<file path="src/rtl/text_source.sv">
// Streams a stored text frame out of a synchronous memory: filler preamble, then payload bytes.
// Optional trailing checksum byte when TEXT_SOURCE_CHECKSUM_EN is defined.
module text_source #(
  parameter int          DATA_W        = 8,
  parameter int          ADDR_W        = 8,
  parameter int          END_ADDRESS   = 15,
  parameter int          PREAMBLE_LEN  = 2,
  parameter logic [7:0]  PREAMBLE_BYTE = 8'hAA
) (
  input  logic              clk,
  input  logic              reset,
  input  logic              start_source,
  output logic [ADDR_W-1:0] mem_address,
  input  logic [DATA_W-1:0] mem_q,
  output logic [DATA_W-1:0] data_out,
  output logic              data_valid,
  input  logic              data_ready,
  output logic              busy,
  output logic              done
);

  // state | meaning
  // IDLE  | waiting for start_source, address parked at 0
  // PRE   | presenting filler bytes until PREAMBLE_LEN have been accepted
  // WAIT1 | memory registers mem_address
  // WAIT2 | memory data available, captured into data_out
  // SEND  | presenting a payload byte
  // CSUM  | presenting the checksum byte (optional)
  // DONE  | frame finished, pulse done on the way back to IDLE
`ifdef TEXT_SOURCE_CHECKSUM_EN
  typedef enum logic [2:0] {
    S_IDLE, S_PRE, S_WAIT1, S_WAIT2, S_SEND, S_CSUM, S_DONE
  } state_t;
`else
  typedef enum logic [2:0] {
    S_IDLE, S_PRE, S_WAIT1, S_WAIT2, S_SEND, S_DONE
  } state_t;
`endif

  localparam logic [ADDR_W-1:0] END_A    = ADDR_W'(END_ADDRESS);
  localparam logic [3:0]        PRE_LAST = (PREAMBLE_LEN == 0) ? 4'd0 : 4'(PREAMBLE_LEN - 1);

  state_t              state_q, state_d;
  logic [ADDR_W-1:0]   addr_q, addr_d;
  logic [DATA_W-1:0]   dout_q, dout_d;
  logic                valid_q, valid_d;
  logic                busy_q, busy_d;
  logic                done_q, done_d;
  logic [3:0]          cnt_q, cnt_d;
  logic                xfer;

`ifdef TEXT_SOURCE_CHECKSUM_EN
  logic [DATA_W-1:0]   sum_q, sum_d;
  logic [DATA_W-1:0]   sum_nx;
  assign sum_nx = sum_q + dout_q;
`endif

  assign xfer = valid_q & data_ready;

  always_comb begin
    state_d = state_q;
    addr_d  = addr_q;
    dout_d  = dout_q;
    valid_d = valid_q;
    busy_d  = busy_q;
    done_d  = 1'b0;
    cnt_d   = cnt_q;
`ifdef TEXT_SOURCE_CHECKSUM_EN
    sum_d   = sum_q;
`endif
    case (state_q)
      S_IDLE: begin
        addr_d = '0;
        if (start_source) begin
          busy_d = 1'b1;
          cnt_d  = 4'd0;
`ifdef TEXT_SOURCE_CHECKSUM_EN
          sum_d  = '0;
`endif
          if (PREAMBLE_LEN == 0) begin
            state_d = S_WAIT1;
          end else begin
            state_d = S_PRE;
            dout_d  = DATA_W'(PREAMBLE_BYTE);
            valid_d = 1'b1;
          end
        end
      end
      S_PRE: begin
        if (xfer) begin
          cnt_d = cnt_q + 4'd1;
          if (cnt_q == PRE_LAST) begin
            valid_d = 1'b0;
            state_d = S_WAIT1;
          end
        end
      end
      S_WAIT1: state_d = S_WAIT2;
      S_WAIT2: begin
        dout_d  = mem_q;
        valid_d = 1'b1;
        state_d = S_SEND;
      end
      S_SEND: begin
        if (xfer) begin
          valid_d = 1'b0;
`ifdef TEXT_SOURCE_CHECKSUM_EN
          sum_d   = sum_nx;
`endif
          if (addr_q == END_A) begin
`ifdef TEXT_SOURCE_CHECKSUM_EN
            // checksum byte goes out immediately, no memory wait
            dout_d  = -sum_nx;
            valid_d = 1'b1;
            state_d = S_CSUM;
`else
            state_d = S_DONE;
`endif
          end else begin
            addr_d  = addr_q + 1'b1;
            state_d = S_WAIT1;
          end
        end
      end
`ifdef TEXT_SOURCE_CHECKSUM_EN
      S_CSUM: begin
        if (xfer) begin
          valid_d = 1'b0;
          state_d = S_DONE;
        end
      end
`endif
      S_DONE: begin
        done_d  = 1'b1;
        busy_d  = 1'b0;
        addr_d  = '0;
        state_d = S_IDLE;
      end
      default: state_d = S_IDLE;
    endcase
  end

  always_ff @(posedge clk or posedge reset) begin
    if (reset) begin
      state_q <= S_IDLE;
      addr_q  <= '0;
      dout_q  <= '0;
      valid_q <= 1'b0;
      busy_q  <= 1'b0;
      done_q  <= 1'b0;
      cnt_q   <= 4'd0;
`ifdef TEXT_SOURCE_CHECKSUM_EN
      sum_q   <= '0;
`endif
    end else begin
      state_q <= state_d;
      addr_q  <= addr_d;
      dout_q  <= dout_d;
      valid_q <= valid_d;
      busy_q  <= busy_d;
      done_q  <= done_d;
      cnt_q   <= cnt_d;
`ifdef TEXT_SOURCE_CHECKSUM_EN
      sum_q   <= sum_d;
`endif
    end
  end

  assign mem_address = addr_q;
  assign data_out    = dout_q;
  assign data_valid  = valid_q;
  assign busy        = busy_q;
  assign done        = done_q;

endmodule

</file>
<file path="config.mk">
export PLATFORM = sky130hd
export DESIGN_NAME = text_source
export DESIGN_NICKNAME = d
export VERILOG_FILES = /design/src/rtl/text_source.sv
export SDC_FILE = /design/constraint.sdc
export NUM_CORES = 1
export LEC_CHECK = 0
export BUFFER_PORTS_ARGS = -buffer_cell sky130_fd_sc_hd__buf_2
export CORE_MARGIN = 2
export CORE_UTILIZATION = 48
export CTS_CLUSTER_DIAMETER = 100
export CTS_CLUSTER_SIZE = 14
export DETAILED_ROUTE_END_ITERATION = 16
export GPL_ROUTABILITY_DRIVEN = 0
export PLACE_DENSITY = 0.72
export SLEW_MARGIN = 30
export SYNTH_ARGS = -nofsm -noshare
export SYNTH_HDL_FRONTEND = slang
export SYNTH_SLANG_ARGS = --single-unit
</file>
<file path="constraint.sdc">
create_clock -name clk -period 1.9 [get_ports clk]
set_input_delay 0.38 -clock clk [delete_from_list [all_inputs] [get_ports clk]]
set_output_delay 0.38 -clock clk [all_outputs]
set_load 0.02 [all_outputs]
</file>
# Word-level counts from Yosys, hierarchy flattened
# Index checks and enable logic that the tools add are counted.
[classes]
eq_ne = 12
add_sub_neg = 2
muxes = 21
reduce_logical = 13
n_bitwise = 1
[op_table]
columns = ["operator", "n"]
rows = [
  ["one-hot mux 8 bit (2 select lines)", 2],
  ["two-way mux 8 bit", 3],
  ["two-way mux 3 bit", 5],
  ["one-hot mux 3 bit (5 select lines)", 1],
  ["!= test 2 bit, second input constant", 5],
  ["adder 8 x 1 -> 8 bit, second input constant", 1],
  ["== test 8 x 4 -> 1 bit, second input constant", 1],
  ["two-way mux 4 bit", 2],
  ["one-hot mux 4 bit (2 select lines)", 1],
  ["nonzero test 2 bit", 4],
  ["== test 3 x 2 -> 1 bit, second input constant", 2],
  ["== test 3 bit, second input constant", 2],
  ["AND reduction 3 bit", 2],
  ["two-way mux 1 bit", 5],
  ["AND reduction 5 bit", 1],
  ["adder 4 x 1 -> 4 bit, second input constant", 1],
  ["== test 4 x 1 -> 1 bit, second input constant", 1],
  ["one-hot mux 1 bit (4 select lines)", 1],
  ["AND reduction 2 bit", 2],
  ["AND reduction 4 bit", 1],
  ["nonzero test 4 bit", 1],
  ["== test 3 x 1 -> 1 bit, second input constant", 1],
  ["logical NOT 3 bit", 1],
  ["one-hot mux 1 bit (2 select lines)", 1],
  ["2 further kinds", 2],
]
[totals]
input_bits = 12
wordCells = 56
regBits = 26

# Depth between registers and ports, before layout
[logic_depth]
depth_word = 4
ltp_mapped = 6

# Least setup slack after synthesis
# No wires, ideal clock.
[synth_timing]
kind = "register to register"
from = "register state_q[0]"
to = "register addr_q[5] (netlist: mem_address[5])"
setup_time_ns = 0.077
t_arrival_ns = 1.692
n_path_buf = 2
t_required_ns = 1.823
stages_incl_launch_ff = 7
path_slack_ns = 0.131
path_cell_list = "dfrtp_1 buf_6 nor2b_4 buf_6 or4_4 or3_1 a21oi_1"
[synth_via]
elab_chain_cells = 4
word_cells_on_any_way = 9
classes_between = "eq/ne (4); mux (1); reduce/logical (4)"
[synth_rtl]
columns = ["element", "line", "rtl"]
rows = [
  ["from (decl)", "43", "state_t state_q, state_d;"],
  ["from (signal assigned)", "156", "state_q <= state_d;"],
  ["== test 3 bit / logical NOT 3 bit (equally long branches)", "71", "case (state_q)"],
  ["OR reduction 2 bit (no line)", "--", ""],
  ["nonzero test 2 bit (no line)", "--", ""],
  ["AND reduction 3 bit (no line)", "--", ""],
  ["to (signal assigned)", "157", "addr_q <= addr_d;"],
  ["to (decl)", "44", "logic [ADDR_W-1:0] addr_q, addr_d;"],
]
# Several ways; a longest one is shown, not always the timed one.
# A chain may end at the register's enable or synchronous reset.

# Worst setup path in the final report
[layout_timing]
from = "register cnt_q[0]"
to = "register valid_q (netlist: data_valid)"
[layout_via]
elab_chain_cells = 3
[layout_rtl]
columns = ["element", "line", "rtl"]
rows = [
  ["from (decl)", "49", "logic [3:0] cnt_q, cnt_d;"],
  ["from (signal assigned)", "162", "cnt_q <= cnt_d;"],
  ["== test 4 x 1 -> 1 bit", "92", "if (cnt_q == PRE_LAST) begin"],
  ["!= test 2 bit (no line)", "--", ""],
  ["AND reduction 5 bit (no line)", "--", ""],
  ["to (signal assigned)", "159", "valid_q <= valid_d;"],
  ["to (decl)", "46", "logic valid_q, valid_d;"],
]
# No other way between the ends.

==> results.rst <==
.. list-table::
   :header-rows: 1

   * - Metric
     - Value
   * - Area of all placed cells without fillers
     - between 1500 and 2000 µm²
   * - Remaining Overflow, GRT
     - 0
   * - Endpoints failing hold
     - 0
   * - Latest clock arrival within the worst-skew pair
     - ~0.32 ns
   * - Number of enable flip-flop cells after synthesis
     - 0
   * - DRC violation count after routing
     - 0
   * - Port buffer count
     - 30
   * - CTS Hold Bufs
     - 0
   * - Min Tclk post-route
     - 1.758 ns
   * - Internal Dissipation
     - about 0.0012 W
   * - Origin of the critical flop-to-flop path
     - cnt_q[0]
   * - Share of synthesized area occupied by flip-flops and latches
     - a little under half
   * - Net switching share of the total power
     - 41.33%
   * - Share of total power in sequential cells
     - about two fifths
   * - Worst setup margin
     - 0.1416 ns
   * - Post-detailed-route count of antenna-violating nets
     - 0
   * - Initial Utilization
     - around half
   * - Maximum number of pins on one net before global-route repair
     - 23
   * - N_diodes
     - 0
   * - Height of the die
     - around 58 µm
   * - Number of fill cells in the layout
     - between 200 and 250
   * - Worst setup path category
     - reg2reg
   * - Number of global-route vias before repair
     - 1260
   * - Sink count of the clock tree
     - 26
   * - CP Capture Type
     - flip-flop
   * - Floorplan Core Area
     - roughly 2800 µm²
   * - Global-route wire length before repair
     - between 5 and 6 mm
   * - TritonCTS clock tree
     - done
   * - Synth top area share
     - 45.94%
   * - Yosys synthesis warning count
     - 0
   * - Max Clock Freq
     - approximately 0.57 GHz
   * - 1st-iter DRT viols
     - 78
   * - First-pass iteration count of the detailed router
     - 4
   * - Unrepaired setup endpoints after global routing
     - false
   * - Post-Place Setup Slack
     - 0.1460 ns
   * - Ys async rst share
     - between 90% and 100%
   * - CTS Root Cell
     - clkbuf_4
   * - Clock share of power
     - roughly 14%
   * - Final HPWL from detailed placement
     - between 2 and 2.5 mm
   * - Number of buffers between clock root and the deepest sink
     - 2
   * - Layout overhead on the synthesized area
     - 16.87%
   * - Layout cell share with drive strength beyond 1
     - 24.47%
   * - Final setup viols
     - 0
   * - Number of storage elements in the synthesis netlist
     - 26
   * - Flip-flop cell with the highest count after synthesis
     - dfrtp_1
   * - Die extent in x
     - between 50 and 60 µm
   * - Min-delay worst type
     - in2async
   * - Number of violations of the max-capacitance limit
     - 0
   * - Worst-case headroom to the max-slew limit
     - roughly 63%
   * - Path depth of the worst reg2reg path
     - 5
   * - Final total negative setup slack
     - 0 ns
   * - Combined area of all synthesized cells
     - around 1400 µm²
   * - Total power per unit cell area
     - roughly 1200 nW/µm²
   * - Maximum fanout along the worst path
     - 5
   * - # H-tree levels
     - 1
   * - Number of standard-cell rows in the floorplan
     - 19
   * - Worst setup startpoint
     - cnt_q[0]
   * - Max Slew Vio Count
     - 0
   * - Worst Setup Start Kind
     - flip-flop
   * - DIE AREA
     - 3401 µm²
   * - Smallest hold slack
     - between 0.00007 and 0.00008 ns
   * - Post-synth top area cell
     - dfrtp_1
   * - Number of different library cells in the post-synthesis netlist
     - 45
   * - Vias per inst
     - 5.950
   * - Top-level port count
     - 31
   * - Total routing resource utilization after global routing
     - around 22%
   * - Cell leakage power
     - slightly above 0.8 nW
   * - Net switching power
     - 0.0008473 W
   * - Dpl cell area
     - roughly 1600 µm²
   * - Number of cells produced by synthesis
     - ~160
   * - Post-synthesis net count
     - ~170
   * - DR WL/cell
     - around 15 µm
   * - Dominant cells by area after synthesis
     - dfrtp_1 (46%), o21ai_0 (4.2%), nor2_1 (4.2%)
   * - Layout net count
     - a little over 200
   * - Worst-case clock skew
     - a little under 0.004 ns
   * - WP data arrival
     - approximately 2 ns
   * - Actual slew at the worst max-slew pin
     - ~0.54 ns
   * - Number of vias after detailed routing
     - around 1.3k
   * - Combinational power share
     - about 46%
   * - Ratio of final minimum period to clock period
     - 92.55%
   * - Run status
     - finished clean
   * - Number of antenna violations at the first check in global routing
     - 0
   * - Clock transition at path regs
     - ~0.14 ns
   * - Peak supply drop
     - roughly 0.00075 V
   * - TritonCTS Buffers
     - 3
   * - Post-Route WL
     - around 3.3 mm
   * - Required @ worst endpoint
     - 2.11 ns
   * - Avg Cell Area, Syn
     - slightly above 9 µm²
==> path summary, 6_finish.rpt <==
kind	to	slack, ns
hold reg to reg	data_out[7]	0.49
max in group asynchronous	mem_address[1]	1.32
setup reg to reg	data_valid	0.14
hold / removal	data_out[2]	0.00008
min in group clk	cnt_q[3]	0.29
setup / recovery	data_valid	0.14
==> per-stage QoR <==
stage	utilization [%]	power [W]	instances
2_1_floorplan	-	0.001496	156
3_3_place_gp	57.71	0.001731	214
3_5_place_dp	57.71	0.001761	214
4_1_cts	59.02	0.002047	218
5_1_grt	59.51	0.002208	219
6_report	59.51	0.002050	219
==> worst max-delay path: stages, from the launching register on <==
cell      delay [ns]
dfrtp_1         0.45
ha_1            0.16
or3b_2          0.49
o31a_1          0.25
o21ai_0         0.17
o211ai_1        0.12
==> power by group through the flow <==
stage               Clock, W  Sequential, W  Combinational, W
floorplan                  0       0.000953          0.000543
global placement           0       0.000821          0.000910
detailed placement         0       0.000832          0.000928
CTS                 0.000291       0.000823          0.000933
global route        0.000311       0.000840           0.00106
finish              0.000286       0.000817          0.000946
==> synth_stat cells (2+ instances only) <==
master and number:
dfrtp_1 26, o21ai_0 12, o22a_1 4, a21oi_1 6, ha_1 3, nand2_1 13, or3_1 2, xor2_1 2
nand2b_1 3, clkbuf_1 7, nor2_1 16, mux2i_1 2, buf_6 2, nor2b_1 2, nor3_1 5, a31oi_1 6
inv_1 10, nand3_1 6, nor4_1 3
==> cell families (layout without fill, tap and decap cells) <==
group	count (synthesis)	in the layout	share of synthesized area, %
xor+xnor	2	2	1.237
fa+ha+maj	3	3	2.650
compound gates	42	42	19.79
flops	26	26	45.94
buf+inv	20	52	6.361
mux	2	2	1.413
simple gates	61	61	22.62
==> cell type report <==
cell class | count | area, µm² | share of cell area (%)
sequential | 26 | 650.6 | 39.30
timing repair buffer | 38 | 210.2 | 12.70
multi-input combinational | 110 | 681.9 | 41.19
tap | 31 | 38.79 | 2.343
inverter | 10 | 37.54 | 2.268
clock buffer | 4 | 36.28 | 2.192
==> flip-flops by register name (all words and copies together), names as in the netlist <==
register	flops
mem_address	8
data_out	8
cnt_q	4
busy	1
state_q	3
data_valid	1
done	1
==> per-layer routing <==
layer	global-route usage (%)	routed length (µm)	share of wire (%)	vias to the layer above
met4	9.967	51	1.6	0
met2	32.74	1567	48	39
met1	31.34	1512	46	626
met3	2.418	124	3.8	8
met5	0	0	0	-
li1	-	-	-	630
==> what timing repair did <==
| item | 4_1_cts | 5_1_grt |
|---|---|---|
| endpoints found under the hold margin | 0 | 0 |
| buffers inserted | 0 | 1 |
| endpoints found under the setup margin | 0 | 5 |
| resized for setup | 0 | 1 |
==> cell usage in the layout, fill, tap and decap left out, drive strengths merged, types with 2 or more instances in the layout <==
| master | synthesis | routed |
|---|---|---|
| buf | 3 | 38 |
| dfrtp | 26 | 26 |
| nor2 | 16 | 16 |
| nand2 | 13 | 13 |
| o21ai | 12 | 12 |
| inv | 10 | 10 |
| nand3 | 6 | 6 |
| a21oi | 6 | 6 |
| a31oi | 6 | 6 |
| nor3 | 5 | 5 |
| o22a | 4 | 4 |
| clkbuf | 7 | 4 |
| nand2b | 3 | 3 |
| ha | 3 | 3 |
| nor2b | 3 | 3 |
| nor4 | 3 | 3 |
| xor2 | 2 | 2 |
| or3 | 2 | 2 |
| mux2i | 2 | 2 |
| or4 | 2 | 2 |
Note: power is estimated with default switching activity, not from simulation.
